==> src/rtl/mem_pkg.sv <==
// Shared types and constants for the memory access unit: FSM states, access kinds,
// the timeout fill pattern and the access-type priority decode.
package mem_pkg;

   typedef enum logic [1:0] {
      IDLE = 2'd0,
      BUSY = 2'd1,
      DONE = 2'd2
   } state_t;

   typedef enum logic [1:0] {
      NONE  = 2'd0,
      FETCH = 2'd1,
      LOAD  = 2'd2,
      STORE = 2'd3
   } acc_t;

   localparam logic [31:0] BAD_DATA = 32'hDEADBEEF;

   // A store wins over a fetch, and a fetch wins over a load.
   function automatic acc_t decode_acc(input logic mem_write,
                                       input logic ir_write,
                                       input logic adr_src);
      if (mem_write)
         return STORE;
      else if (ir_write)
         return FETCH;
      else if (adr_src)
         return LOAD;
      return NONE;
   endfunction

endpackage

==> src/rtl/mem_timeout.sv <==
// Bus-cycle watchdog for the memory access unit: it reloads when an access starts and
// flags expiry on the TIMEOUT_CYCLES-th BUSY cycle.
module mem_timeout #(
   parameter int TIMEOUT_CYCLES = 255
) (
   input  logic clk,
   input  logic reset,
   input  logic start,
   input  logic busy,
   output logic expired
);

   localparam int            CW      = $clog2(TIMEOUT_CYCLES + 1);
   localparam logic [CW-1:0] TC_LOAD = CW'(TIMEOUT_CYCLES - 1);

   logic [CW-1:0] cnt;

   // The counter reloads on entry to BUSY, so the first BUSY cycle sees TIMEOUT_CYCLES-1.
   always_ff @(posedge clk or negedge reset) begin
      if (!reset)
         cnt <= '0;
      else if (start)
         cnt <= TC_LOAD;
      else if (busy && (cnt != '0))
         cnt <= cnt - 1'b1;
   end

   assign expired = busy && (cnt == '0);

endmodule

==> src/rtl/mem_access_unit.sv <==
// Multi-cycle memory access sequencer between a stalling controller and a ready-handshake bus.
// Defining MEM_TIMEOUT_EN adds the bus watchdog and the sticky BusErr output.
module mem_access_unit
   import mem_pkg::*;
#(
   parameter int TIMEOUT_CYCLES = 255
) (
   input  logic        clk,
   input  logic        reset,
   input  logic        IRWrite,
   input  logic        MemWrite,
   input  logic        AdrSrc,
   input  logic [31:0] PC,
   input  logic [31:0] Result,
   input  logic [31:0] WriteData,
   output logic [31:0] Instr,
   output logic [31:0] OldPC,
   output logic [31:0] Data,
   output logic        Stall,
   output logic        bus_req,
   output logic        bus_we,
   output logic [31:0] bus_addr,
   output logic [31:0] bus_wdata,
   input  logic [31:0] bus_rdata,
   input  logic        bus_ready
`ifdef MEM_TIMEOUT_EN
   ,
   output logic        BusErr
`endif
);

   // state | meaning
   // IDLE  | no access in flight; a request latches the bus fields
   // BUSY  | bus_req high, waiting for bus_ready (or timeout)
   // DONE  | result captured; Stall low so the controller advances

   state_t      state;
   acc_t        acc_d;
   acc_t        acc_q;
   logic        acc_req;
   logic        start;
   logic        tmo_hit;
   logic [31:0] cap_data;

   if (TIMEOUT_CYCLES < 1) begin : g_param_check
      $error("TIMEOUT_CYCLES must be at least 1");
   end

   assign acc_d    = decode_acc(MemWrite, IRWrite, AdrSrc);
   assign acc_req  = (acc_d != NONE);
   assign start    = (state == IDLE) && acc_req;
   assign cap_data = bus_ready ? bus_rdata : BAD_DATA;

   // Gated with reset so the controller is never stalled while the unit is held in reset.
   assign Stall = reset && acc_req && (state != DONE);

`ifdef MEM_TIMEOUT_EN
   logic tmo_expired;

   mem_timeout #(
      .TIMEOUT_CYCLES(TIMEOUT_CYCLES)
   ) u_timeout (
      .clk     (clk),
      .reset   (reset),
      .start   (start),
      .busy    (state == BUSY),
      .expired (tmo_expired)
   );

   // A response arriving in the expiry cycle still counts as a good access.
   assign tmo_hit = tmo_expired && !bus_ready;

   always_ff @(posedge clk or negedge reset) begin
      if (!reset)
         BusErr <= 1'b0;
      else if ((state == BUSY) && tmo_hit)
         BusErr <= 1'b1;
   end
`else
   assign tmo_hit = 1'b0;
`endif

   always_ff @(posedge clk or negedge reset) begin
      if (!reset) begin
         state     <= IDLE;
         acc_q     <= NONE;
         bus_req   <= 1'b0;
         bus_we    <= 1'b0;
         bus_addr  <= '0;
         bus_wdata <= '0;
         Instr     <= '0;
         OldPC     <= '0;
         Data      <= '0;
      end else begin
         unique case (state)
            IDLE: begin
               if (acc_req) begin
                  state     <= BUSY;
                  acc_q     <= acc_d;
                  bus_req   <= 1'b1;
                  bus_we    <= (acc_d == STORE);
                  bus_addr  <= AdrSrc ? Result : PC;
                  bus_wdata <= WriteData;
               end
            end
            BUSY: begin
               if (bus_ready || tmo_hit) begin
                  state   <= DONE;
                  bus_req <= 1'b0;
                  case (acc_q)
                     FETCH: begin
                        Instr <= cap_data;
                        OldPC <= PC;
                     end
                     LOAD:    Data <= cap_data;
                     default: ;
                  endcase
               end
            end
            DONE:    state <= IDLE;
            default: state <= IDLE;
         endcase
      end
   end

endmodule

==> config.mk <==
export PLATFORM = sky130hd
export DESIGN_NAME = mem_access_unit
export DESIGN_NICKNAME = d
export VERILOG_FILES = /design/src/rtl/mem_pkg.sv /design/src/rtl/mem_timeout.sv /design/src/rtl/mem_access_unit.sv
export SDC_FILE = /design/constraint.sdc
export NUM_CORES = 1
export LEC_CHECK = 0
export BUFFER_PORTS_ARGS = -buffer_cell sky130_fd_sc_hd__buf_2
export CAP_MARGIN = 10
export CORE_MARGIN = 2
export CORE_UTILIZATION = 52
export CTS_CLUSTER_DIAMETER = 30
export DETAILED_ROUTE_END_ITERATION = 16
export GPL_ROUTABILITY_DRIVEN = 1
export PLACE_DENSITY_LB_ADDON = 0.3
export SLEW_MARGIN = 20
export SYNTH_ARGS = -nofsm -noshare
export SYNTH_HDL_FRONTEND = slang
export SYNTH_SLANG_ARGS = --single-unit
==> constraint.sdc <==
create_clock -name clk -period 3.7 [get_ports clk]
set_input_delay 0.185 -clock clk [delete_from_list [all_inputs] [get_ports clk]]
set_output_delay 0.185 -clock clk [all_outputs]
set_load 0.01 [all_outputs]
* Yosys cells after proc, flatten, opt, wreduce, memory -nomap -nowiden *
Index checks and enable logic that the tools add are counted.

cells by class
  equal/unequal tests = 7
  muxes and demuxes = 14
  reduce and logical (&&, ||, !) cells = 10

operators by type and width
  kind                count
  $mux 32             1
  $mux 2              6
  $reduce_and 3->1    3
  $ne 2x2->1 const B  3
  $mux 1              5
  $eq 2x1->1 const B  2
  $eq 2x2->1 const B  2
  $pmux 2 s2          1
  $reduce_and 2->1    2
  $reduce_bool 2->1   2
  $logic_and 1x1->1   2
  $logic_not 2->1     1
  $pmux 1 s2          1

storage, ports and cells
  register bits = 166
  bits of input ports = 134
  word-level logic and storage cells = 40

* Longest topological paths before layout *
Gate-level depths: netlist of the first run.

  word-level depth = 7
  gate-level depth with buffers = 6
  depth with buffers taken out = 3

* Worst setup path before layout of the first run *
OpenSTA, ideal clock, no wires.

  kind = flip-flop to flip-flop
  start = reg state[1]
  end = reg Instr[10]
  setup time = 0.125 ns
  arrival = 1.425 ns
  data required time = 3.575 ns
  path slack = 2.150 ns
  cell stages (with the launch flop) = 6
  path buffers = 2
  clock period less this slack = 1.550 ns
  cell sequence = dfrtp_1 nand3b_4 nor3b_2 buf_6 buf_12 mux2_4

on the way
  longest elaborated chain between the ends = 2

ends and longest elaborated chain
  item                        line                    RTL
  from (decl)                 mem_access_unit.sv:37   state_t state;
  from (signal assigned)      mem_access_unit.sv:85   state <= IDLE;
  from (signal assigned)      mem_access_unit.sv:98   state <= BUSY;
  from (signal assigned)      mem_access_unit.sv:108  state <= DONE;
  $eq 2x1->1                  mem_access_unit.sv:95   unique case (state)
  $reduce_and 3->1 (no line)  n/a
  to (signal assigned)        mem_access_unit.sv:112  Instr <= cap_data;
  to (decl)                   mem_access_unit.sv:16   output logic [31:0] Instr,

No other way between the ends.
A chain may end at the register's enable or synchronous reset.

* Worst setup path in the final report of the first run *
  start = reg state[0]
  end = reg bus_wdata[17]

on the way
  longest elaborated chain between the ends = 2

ends and longest elaborated chain
  item                        line                    RTL
  $logic_not 2->1             mem_access_unit.sv:95
  $reduce_and 2->1 (no line)  n/a
  to (signal assigned)        mem_access_unit.sv:103  bus_wdata <= WriteData;
  to (decl)                   mem_access_unit.sv:23   output logic [31:0] bus_wdata,

No other way between the ends.

==> results.json, run 1 <==
{
  "cp_num_buf_inv": 1,
  "start_util": 0.532,
  "slowest_stage": "nor3_4",
  "hold_depth": 2,
  "highest_layer": "met4",
  "hp-class": "input pin to flop",
  "crit_type": "flop to flop",
  "syn-cell-area_sq_um": 7050,
  "avgViaCountPerCell": 5.02,
  "yosysSeqAreaShare": 0.590,
  "fill_cells": 856,
  "tightest_slew_ns": 0.836,
  "slowest_delay_ns": 0.53,
  "drt_first_pass_iters": 4,
  "syn_to_final_growth_pct": 40.6,
  "first_iter_violations": 240,
  "cp-startpoint": "state[0]",
  "path_clk_slew_ns": 0.07,
  "yosys-top-cells-area": "dfrtp_1 (59%), mux2_4 (19%), mux2_2 (15%)",
  "min_from": "PC[25]",
  "post-dp-hpwl_um": 11800,
  "place_area_sq_um": 8590,
  "drc_errors": 0,
  "io_pins": 297,
  "path_delay_family": "simple AND/OR/NAND/NOR gates",
  "ir_drop_mv": 0.546,
  "synth.largest_area_cell": "dfrtp_1",
  "ys_types": 21,
  "antenna_found_initial": 1,
  "power_density_nw_per_um2": 879,
  "cp.arrival_ns": 2.27,
  "worst_clock_skew_ns": 0.0107,
  "track_usage": 0.252,
  "synth.top_cell.area_share": 0.590,
  "row_count": 42,
  "wl_met1_um": 6960,
  "hold_path_end": "OldPC[25]",
  "status": "complete, no violations",
  "regArea_sq_um": 4150,
  "ys_ff_latch": 166,
  "fin_cells": 958,
  "yosys_warnings": 0,
  "p_leak_nw": 4.93,
  "max_cap_viol_count": 0,
  "clock-sinks": 166,
  "post_cts_buffers": 0,
  "finalCriticalPeriod_ns": 1.96,
  "coreArea_sq_um": 13200,
  "htreeDepth": 4,
  "die-area_sq_um": 14500,
  "gp_congestion": 0.814,
  "insertion_delay_ns": 0.42,
  "cp_max_fo": 60,
  "cts_root_buf": "clkbuf_16",
  "rsz0062_at_grt": "false",
  "grt-ovfl-total": 0,
  "final.period_utilization": 0.531,
  "dp.cells": 859,
  "final_nets": 902,
  "finalSetupTns_ns": 0,
  "max_slew_margin": 0.442,
  "synthesis.nets": 535,
  "grt_pass1_vias": 5317,
  "synthCells": 401,
  "ff2ff_setup_slack_ns": 1.74,
  "cts_buffer_depth": 2,
  "path_cells": "nor3_4 -> buf_12 -> mux2_2",
  "rr_worst_depth": 3,
  "worstReg2RegStart": "state[0]",
  "dr_total_vias": 4813,
  "hold_viol": 0,
  "r2r_end": "bus_wdata[17]",
  "routedWlPerCell_um": 18.9,
  "tritoncts": "done",
  "die_y_um": 120,
  "setup_violations": 0,
  "finalWirelength_um": 18100,
  "portBuffers": 296,
  "fmax_mhz": 509,
  "drive_gt1_frac": 0.667,
  "multi_input_area_sq_um": 2650,
  "grt_pass1_wl_um": 27800,
  "final_cell_area_sq_um": 9910,
  "worstPathRequired_ns": 4.00,
  "fp.dieW_um": 120,
  "cts_buffers": 17,
  "end_kind": "flop",
  "synth.avg_cell_area_sq_um": 17.6,
  "routed-wl-met3_um": 1190,
  "antenna_left": 0,
  "grt_max_degree": 67,
  "start_kind": "flop",
  "dr_wl_met2_um": 9590,
  "drv_slew": 0
}
==> cells by family after synthesis <==
family,count (synthesis),share of synthesized area
AND/OR/NAND/NOR,10,0.0128
multiplexers,192,0.353
buffers and inverters,25,0.0364
AO/OA/AOI/OAI,8,0.00799
flip-flops,166,0.590
==> metrics by stage <==
stage	worst slack [ns]	hold slack [ns]	total power, mW	utilization
after global routing	1.62	0.00137	9.14	0.748
after CTS	1.74	0.000155	8.73	0.747
after detailed placement	1.42	0.208	6.69	0.649
final	1.74	0.0132	8.70	0.748
after floorplan	2.15	-0.111	5.36	-
after global placement	1.54	0.204	6.56	0.649
==> report_power, final <==
| part | internal [mW] | total (mW) | switching (mW) |
|---|---|---|---|
| registers | 2.74 | 3.29 | 0.551 |
| clock network | 1.23 | 1.94 | 0.710 |
| logic | 1.95 | 3.48 | 1.53 |
| total | 5.92 | 8.70 | 2.79 |
==> registers in the layout, summed over array words and instances, names as in the netlist <==
signal and count:
Data 32, Instr 32, OldPC 32, acc_q 2
bus_addr 32, bus_req 1, bus_wdata 32, bus_we 1
state 2
==> what timing repair did <==
action	in CTS	in global routing
hold buffers	65	1
resized for setup	0	0
hold endpoints to repair	136	1
==> cells in the mapped netlist <==
library cell,instances
a21o_2,1
buf_1,3
nor2_1,3
mux2_1,14
buf_12,6
nor3_2,2
nand2_1,2
mux2_4,87
inv_1,4
nor3b_2,1
a21oi_1,1
o21ai_0,3
mux2_2,91
nor3b_4,1
a31o_2,1
buf_6,8
nand3b_4,1
buf_2,4
o22a_1,1
a21bo_2,1
dfrtp_1,166
==> placed cells by master, fill, tap and decap left out <==
master and count:
dfrtp_1 166, nor3_4 1, dlygate4sd3_1 66, o22a_1 1
diode_2 1, buf_2 295, nor3_2 1, nand3b_4 1
nor3b_4 2, o21ai_0 3, buf_12 1, buf_4 6
mux2_4 87, clkbuf_8 2, mux2_1 14, clkinv_2 4
bufinv_16 5, clkinvlp_4 2, a21o_2 1, nor2_1 3
a21oi_1 1, nand2_1 2, clkbuf_16 17, buf_6 1
clkinv_4 2, a21bo_2 1, mux2_2 91, a31o_2 1
inv_1 4
==> worst register-to-register path, delay by kind of cell, from the launching register on <==
kind	cells	cell delay [ns]
flip-flops	1	0.46
AND/OR/NAND/NOR	1	0.54
buffers and inverters	1	0.39
multiplexers	1	0.46
==> final cells by class <==
type,count,share of cell area
Timing Repair Buffer,369,0.223
Antenna cell,1,0.000253
Sequential cell,166,0.419
Tap cell,176,0.0222
Multi-Input combinational cell,210,0.267
Inverter,4,0.00152
Clock inverter,13,0.0205
Clock buffer,19,0.0457
==> how the worst max path moves through the flow <==
stage	end	slack, ns	cells past startpoint
2_1_floorplan	Instr[10]	2.15	5
6_report	bus_wdata[17]	1.74	3
3_3_place_gp	bus_wdata[17]	1.54	6
4_1_cts	bus_wdata[20]	1.74	3
3_5_place_dp	bus_wdata[20]	1.42	6
5_1_grt	Stall	1.62	5
==> routing by layer <==
metal,track usage,up-vias
met4,0.0974,0
met1,0.290,2428
li1,-,2161
met3,0.0708,29
met5,0,-
met2,0.447,195
(Power assumes the default switching activity.)
==> run 2, diff against run 1 <==
--- a/config.mk
+++ b/config.mk
@@ -8,7 +8,7 @@
 export BUFFER_PORTS_ARGS = -buffer_cell sky130_fd_sc_hd__buf_2
 export CAP_MARGIN = 10
 export CORE_MARGIN = 2
-export CORE_UTILIZATION = 52
+export CORE_UTILIZATION = 43
 export CTS_CLUSTER_DIAMETER = 30
 export DETAILED_ROUTE_END_ITERATION = 16
 export GPL_ROUTABILITY_DRIVEN = 1
==> constraint.sdc (replaced) <==
create_clock -name clk -period 1.67 [get_ports clk]
set_input_delay 0.0835 -clock clk [delete_from_list [all_inputs] [get_ports clk]]
set_output_delay 0.0835 -clock clk [all_outputs]
set_load 0.01 [all_outputs]
==> run 2 against run 1 <==
Net effect:
- clock power up 110%
- first-iteration DRC count down 30%
- sequential cell count unchanged
- largest cell class unchanged
- critical endpoint is now OldPC[21]
- global-route usage down 4.1 points
==> results.json, run 2 (synthesis results as in run 1) <==
{
  "crit_type": "flop to flop",
  "hp-class": "input pin to flop",
  "tritoncts": "done",
  "final_nets": 949,
  "total_power_mw": 19.3,
  "die-area_sq_um": 17400,
  "max_cap_viol_count": 0,
  "setup_violations": 0,
  "gp_congestion": 0.788,
  "slowest_delay_ns": 0.39,
  "tightest_slew_ns": 0.514,
  "clock-sinks": 166,
  "antenna_found_initial": 0,
  "fmax_mhz": 607,
  "path_cells": "nand3b_4 -> nor3b_4 -> buf_6 -> buf_6 -> clkbuf_16 -> mux2_4",
  "cts_root_buf": "clkbuf_16",
  "finalCriticalPeriod_ns": 1.65,
  "post-dp-hpwl_um": 12000,
  "p_switching_mw": 6.22,
  "cp.arrival_ns": 1.94,
  "start_kind": "flop",
  "die_y_um": 132,
  "grt_max_degree": 96,
  "final_cell_area_sq_um": 10500,
  "final.period_utilization": 0.986,
  "dr_total_vias": 4992,
  "p_seq_frac": 0.374,
  "cts_buffer_depth": 2,
  "power_density_nw_per_um2": 1840,
  "cp_num_buf_inv": 3,
  "end_kind": "flop",
  "worstPathRequired_ns": 1.97,
  "cp_max_fo": 7,
  "grt_pass1_vias": 5487,
  "routedWlPerCell_um": 17.9,
  "power.internal_mw": 13.1,
  "cts_buffers": 17,
  "avgViaCountPerCell": 4.78,
  "syn_to_final_growth_pct": 49.1,
  "path_delay_family": "buffers and inverters",
  "first_iter_violations": 169,
  "sw_frac_of_total": 0.321,
  "layout_commonest_cell": "buf_2",
  "diodes": 0,
  "path_clk_slew_ns": 0.06,
  "worst_clock_skew_ns": 0.00550,
  "finalWirelength_um": 18700,
  "max_slew_margin": 0.658,
  "ir_drop_mv": 1.18,
  "grt-ovfl-total": 0,
  "row_count": 46,
  "drt_first_pass_iters": 4,
  "hold_viol": 0,
  "antenna_left": 0,
  "track_usage": 0.211,
  "grt_pass1_wl_um": 29200,
  "drv_slew": 0,
  "slowest_stage": "dfrtp_1",
  "final_cell_mix": "buf_2 (295), dfrtp_1 (166), dlygate4sd3_1 (99), mux2_4 (94), mux2_2 (84)",
  "status": "complete, no violations",
  "htreeDepth": 4,
  "coreArea_sq_um": 15900,
  "fp.dieW_um": 132,
  "clkPwrFrac": 0.207,
  "place_area_sq_um": 8780,
  "insertion_delay_ns": 0.41,
  "cp_common_cell": "buf_6",
  "io_pins": 297,
  "drive_gt1_frac": 0.644,
  "drc_errors": 0,
  "rsz0062_at_grt": "true",
  "combPwrFrac": 0.419,
  "portBuffers": 296,
  "start_util": 0.442,
  "p_leak_nw": 5.18
}
## run 2: cell count changes in the layout (fill, tap and decap cells not counted), sizes merged
cell         previous run  this run
clkinvlp                2         1
diode                   1         0
clkbuf                 19        23
buf                   303       315
bufinv                  5         3
dlygate4sd3            66        99
clkinv                  6         5
inv                     4         6
## run 2: power by group through the flow
stage	clock network (mW)	logic (mW)	registers, mW
after floorplan	0	3.79	8.08
after global placement	0	7.57	7.14
after detailed placement	0	7.78	7.19
after CTS	4.11	8.02	7.19
after global routing	4.30	8.60	7.47
final	4.01	8.10	7.23
## run 2: routing by layer
metal,wire length (um),vias to the layer above,part of all wire,track usage
li1,-,2258,-,-
met1,7470,2531,0.40,0.247
met2,9860,176,0.53,0.378
met3,1000,27,0.054,0.0565
met4,384,0,0.021,0.0652
met5,0,-,0,0
## run 2: layout make-up
class | instances | area [sq um]
clock inverters | 11 | 148
inverters | 4 | 15.0
clock buffers | 21 | 460
flip-flops and latches | 166 | 4150
well taps | 216 | 270
repair buffers | 416 | 2790
fillers | 1186 | 5440
multi-input cells | 210 | 2670
## run 2: path summary, 6_finish.rpt
check	startpoint	endpoint	cells after the start	slack (ns)
min in group asynchronous	reset	OldPC[31]	2	0.10
worst max-delay path	state[1]	OldPC[21]	6	0.02
worst min register to register	Data[12]	Data[12]	1	0.49
worst max register to register	state[1]	OldPC[21]	6	0.02
worst min-delay path	bus_ready	state[0]	3	0.02
max in group asynchronous	reset	bus_addr[10]	3	0.82
## run 2: worst reg2reg max path: stages, from the launching register on
cell and delay, ns:
dfrtp_1 0.39, nand3b_4 0.20, nor3b_4 0.22, buf_6 0.14, buf_6 0.12, clkbuf_16 0.17
mux2_4 0.31
## run 2: what timing repair did
item | CTS | global route
endpoints found under the setup margin | 25 | 25
resized for setup | 3 | 7
gates cloned | 1 | 2
endpoints found under the hold margin | 297 | 0
hold buffers | 99 | 0
buffers inserted | 2 | 0
pin swaps | 1 | 0
## run 2: metrics by stage
step	setup WS, ns	setup TNS (ns)	util	instances	hold WS [ns]
after global placement	0.0153	0	0.551	908	-0.0598
after CTS	0.0210	0	0.654	1042	0.00144
final	0.0239	0	0.659	1044	0.0246
after detailed placement	-0.0413	-0.134	0.551	908	-0.0541
after floorplan	0.120	0	-	401	-0.212
after global routing	-0.0289	-0.214	0.659	1044	0.0000572
==> run 3, diff against run 2 <==
--- a/config.mk
+++ b/config.mk
@@ -12,7 +12,7 @@
 export CTS_CLUSTER_DIAMETER = 30
 export DETAILED_ROUTE_END_ITERATION = 16
 export GPL_ROUTABILITY_DRIVEN = 1
-export PLACE_DENSITY_LB_ADDON = 0.3
+export PLACE_DENSITY = 0.73
 export SLEW_MARGIN = 20
 export SYNTH_ARGS = -nofsm -noshare
 export SYNTH_HDL_FRONTEND = slang
==> run 3 against run 2 <==
Net effect:
- hold slack improved by 0.0047 ns
- wire length fell by 1.2%
- fmax shrank 0.96%
- sequential cell count is the same
- sequential share of layout area grew 0.31 points
- largest cell class unchanged
==> results.json, run 3 (synthesis results as in run 1) <==
{
  "status": "complete, no violations",
  "power_density_nw_per_um2": 1820,
  "portBuffers": 296,
  "final_nets": 952,
  "rsz0062_at_grt": "true",
  "drt_first_pass_iters": 4,
  "cp-startpoint": "state[1]",
  "cp.arrival_ns": 1.96,
  "grt-ovfl-total": 0,
  "clkPwrFrac": 0.191,
  "htreeDepth": 4,
  "max_cap_viol_count": 0,
  "antenna_left": 0,
  "io_pins": 297,
  "hold_ws_ns": 0.0293,
  "fin_cells": 1047,
  "combPwrFrac": 0.427,
  "r2r_end": "Instr[8]",
  "hold_viol": 0,
  "p_switching_mw": 6.25,
  "tritoncts": "done",
  "track_usage": 0.211,
  "layout_commonest_cell": "buf_2",
  "path_clk_slew_ns": 0.06,
  "start_util": 0.442,
  "clock-sinks": 166,
  "max_slew_margin": 0.639,
  "sw_frac_of_total": 0.330,
  "final_cell_mix": "buf_2 (295), dfrtp_1 (166), dlygate4sd3_1 (100), mux2_4 (91), mux2_2 (87)",
  "gp_congestion": 0.803,
  "grt_pass1_vias": 5630,
  "hp-class": "input pin to flop",
  "fp.dieW_um": 132,
  "dr_total_vias": 4926,
  "avgViaCountPerCell": 4.70,
  "coreArea_sq_um": 15900,
  "drive_gt1_frac": 0.640,
  "cts_buffers": 17,
  "cts_root_buf": "clkbuf_16",
  "die-area_sq_um": 17400,
  "slowest_delay_ns": 0.39,
  "worstPathRequired_ns": 1.96,
  "grt_max_degree": 96,
  "slowest_stage": "dfrtp_1",
  "start_kind": "flop",
  "end_kind": "flop",
  "finalWirelength_um": 18500,
  "diodes": 0,
  "fill_cells": 1144,
  "ir_drop_mv": 0.917,
  "postLayoutCoreUtil": 0.654,
  "insertion_delay_ns": 0.42,
  "finalCriticalPeriod_ns": 1.66,
  "first_iter_violations": 189,
  "final_cell_area_sq_um": 10400,
  "p_seq_frac": 0.382,
  "worst_clock_skew_ns": 0.0104,
  "antenna_found_initial": 0,
  "drv_slew": 0,
  "path_cells": "nand3b_4 -> nor3b_4 -> buf_12 -> buf_16 -> mux2_4",
  "place_area_sq_um": 8800,
  "endpoint": "Instr[8]",
  "power.internal_mw": 12.7,
  "dp.cells": 909,
  "fmax_mhz": 602,
  "die_y_um": 132,
  "p_leak_nw": 5.13,
  "row_count": 46,
  "setup_violations": 0,
  "post-dp-hpwl_um": 12200,
  "tightest_slew_ns": 0.542,
  "cp_max_fo": 18,
  "final.period_utilization": 0.995,
  "crit_type": "flop to flop",
  "ff2ff_setup_slack_ns": 0.008,
  "drc_errors": 0,
  "cts_buffer_depth": 2,
  "grt_pass1_wl_um": 28900,
  "worstReg2RegStart": "state[1]",
  "syn_to_final_growth_pct": 48.0,
  "rr_worst_depth": 5,
  "routedWlPerCell_um": 17.7
}
run 3: how the worst min path moves through the flow:
| stage | start | cells past startpoint | end |
|---|---|---|---|
| floorplan | reset | 0 | Data[0] |
| global placement | reset | 1 | bus_wdata[6] |
| detailed placement | reset | 1 | bus_wdata[19] |
| CTS | Result[17] | 3 | bus_addr[17] |
| global route | Result[17] | 3 | bus_addr[17] |
| finish | Result[17] | 3 | bus_addr[17] |
run 3: metal layers:
metal / part of all wire / up-vias / track usage / wire [um]
met5: 0 / - / 0 / 0
met4: 0.029 / 0 / 0.0948 / 532
met3: 0.050 / 37 / 0.0488 / 926
met2: 0.53 / 192 / 0.384 / 9820
met1: 0.39 / 2444 / 0.234 / 7210
li1: - / 2253 / - / -
run 3: area by class of cell:
| type | count | area [sq um] | area share |
|---|---|---|---|
| well taps | 216 | 270 | 0.0259 |
| inverters | 4 | 15.0 | 0.00144 |
| multi-input cells | 210 | 2660 | 0.255 |
| clock buffers | 24 | 472 | 0.0452 |
| repair buffers | 419 | 2790 | 0.267 |
| flip-flops and latches | 166 | 4150 | 0.398 |
| clock inverters | 8 | 66.3 | 0.00636 |
run 3: worst max-delay path, delay by kind of cell, from the launching register on:
kind | cells | cell delay [ns]
buffers and inverters | 2 | 0.38
flip-flops | 1 | 0.39
multiplexers | 1 | 0.32
AND/OR/NAND/NOR | 2 | 0.44
run 3: power groups by stage:
| stage | Clock (mW) | Combinational (mW) | Sequential [mW] |
|---|---|---|---|
| CTS | 3.68 | 7.97 | 7.21 |
| finish | 3.61 | 8.10 | 7.25 |
| detailed placement | 0 | 7.77 | 7.22 |
| floorplan | 0 | 3.79 | 8.08 |
| global placement | 0 | 7.56 | 7.14 |
| global route | 3.86 | 8.58 | 7.47 |
run 3: repair_timing:
action | 4_1_cts | 5_1_grt
cloned | 0 | 1
pin swaps | 0 | 1
gates resized for setup | 1 | 4
setup buffers | 0 | 5
hold endpoints to repair | 255 | 0
hold buffers | 100 | 0
setup endpoints to repair | 2 | 39
run 3: through the flow:
stage	setup TNS [ns]	setup slack [ns]	total power [mW]
final	0	0.00788	19.0
after floorplan	0	0.120	11.9
after global placement	0	0.0603	14.7
after global routing	-0.411	-0.0322	19.9
after detailed placement	0	0.0203	15.0
after CTS	0	0.00107	18.9
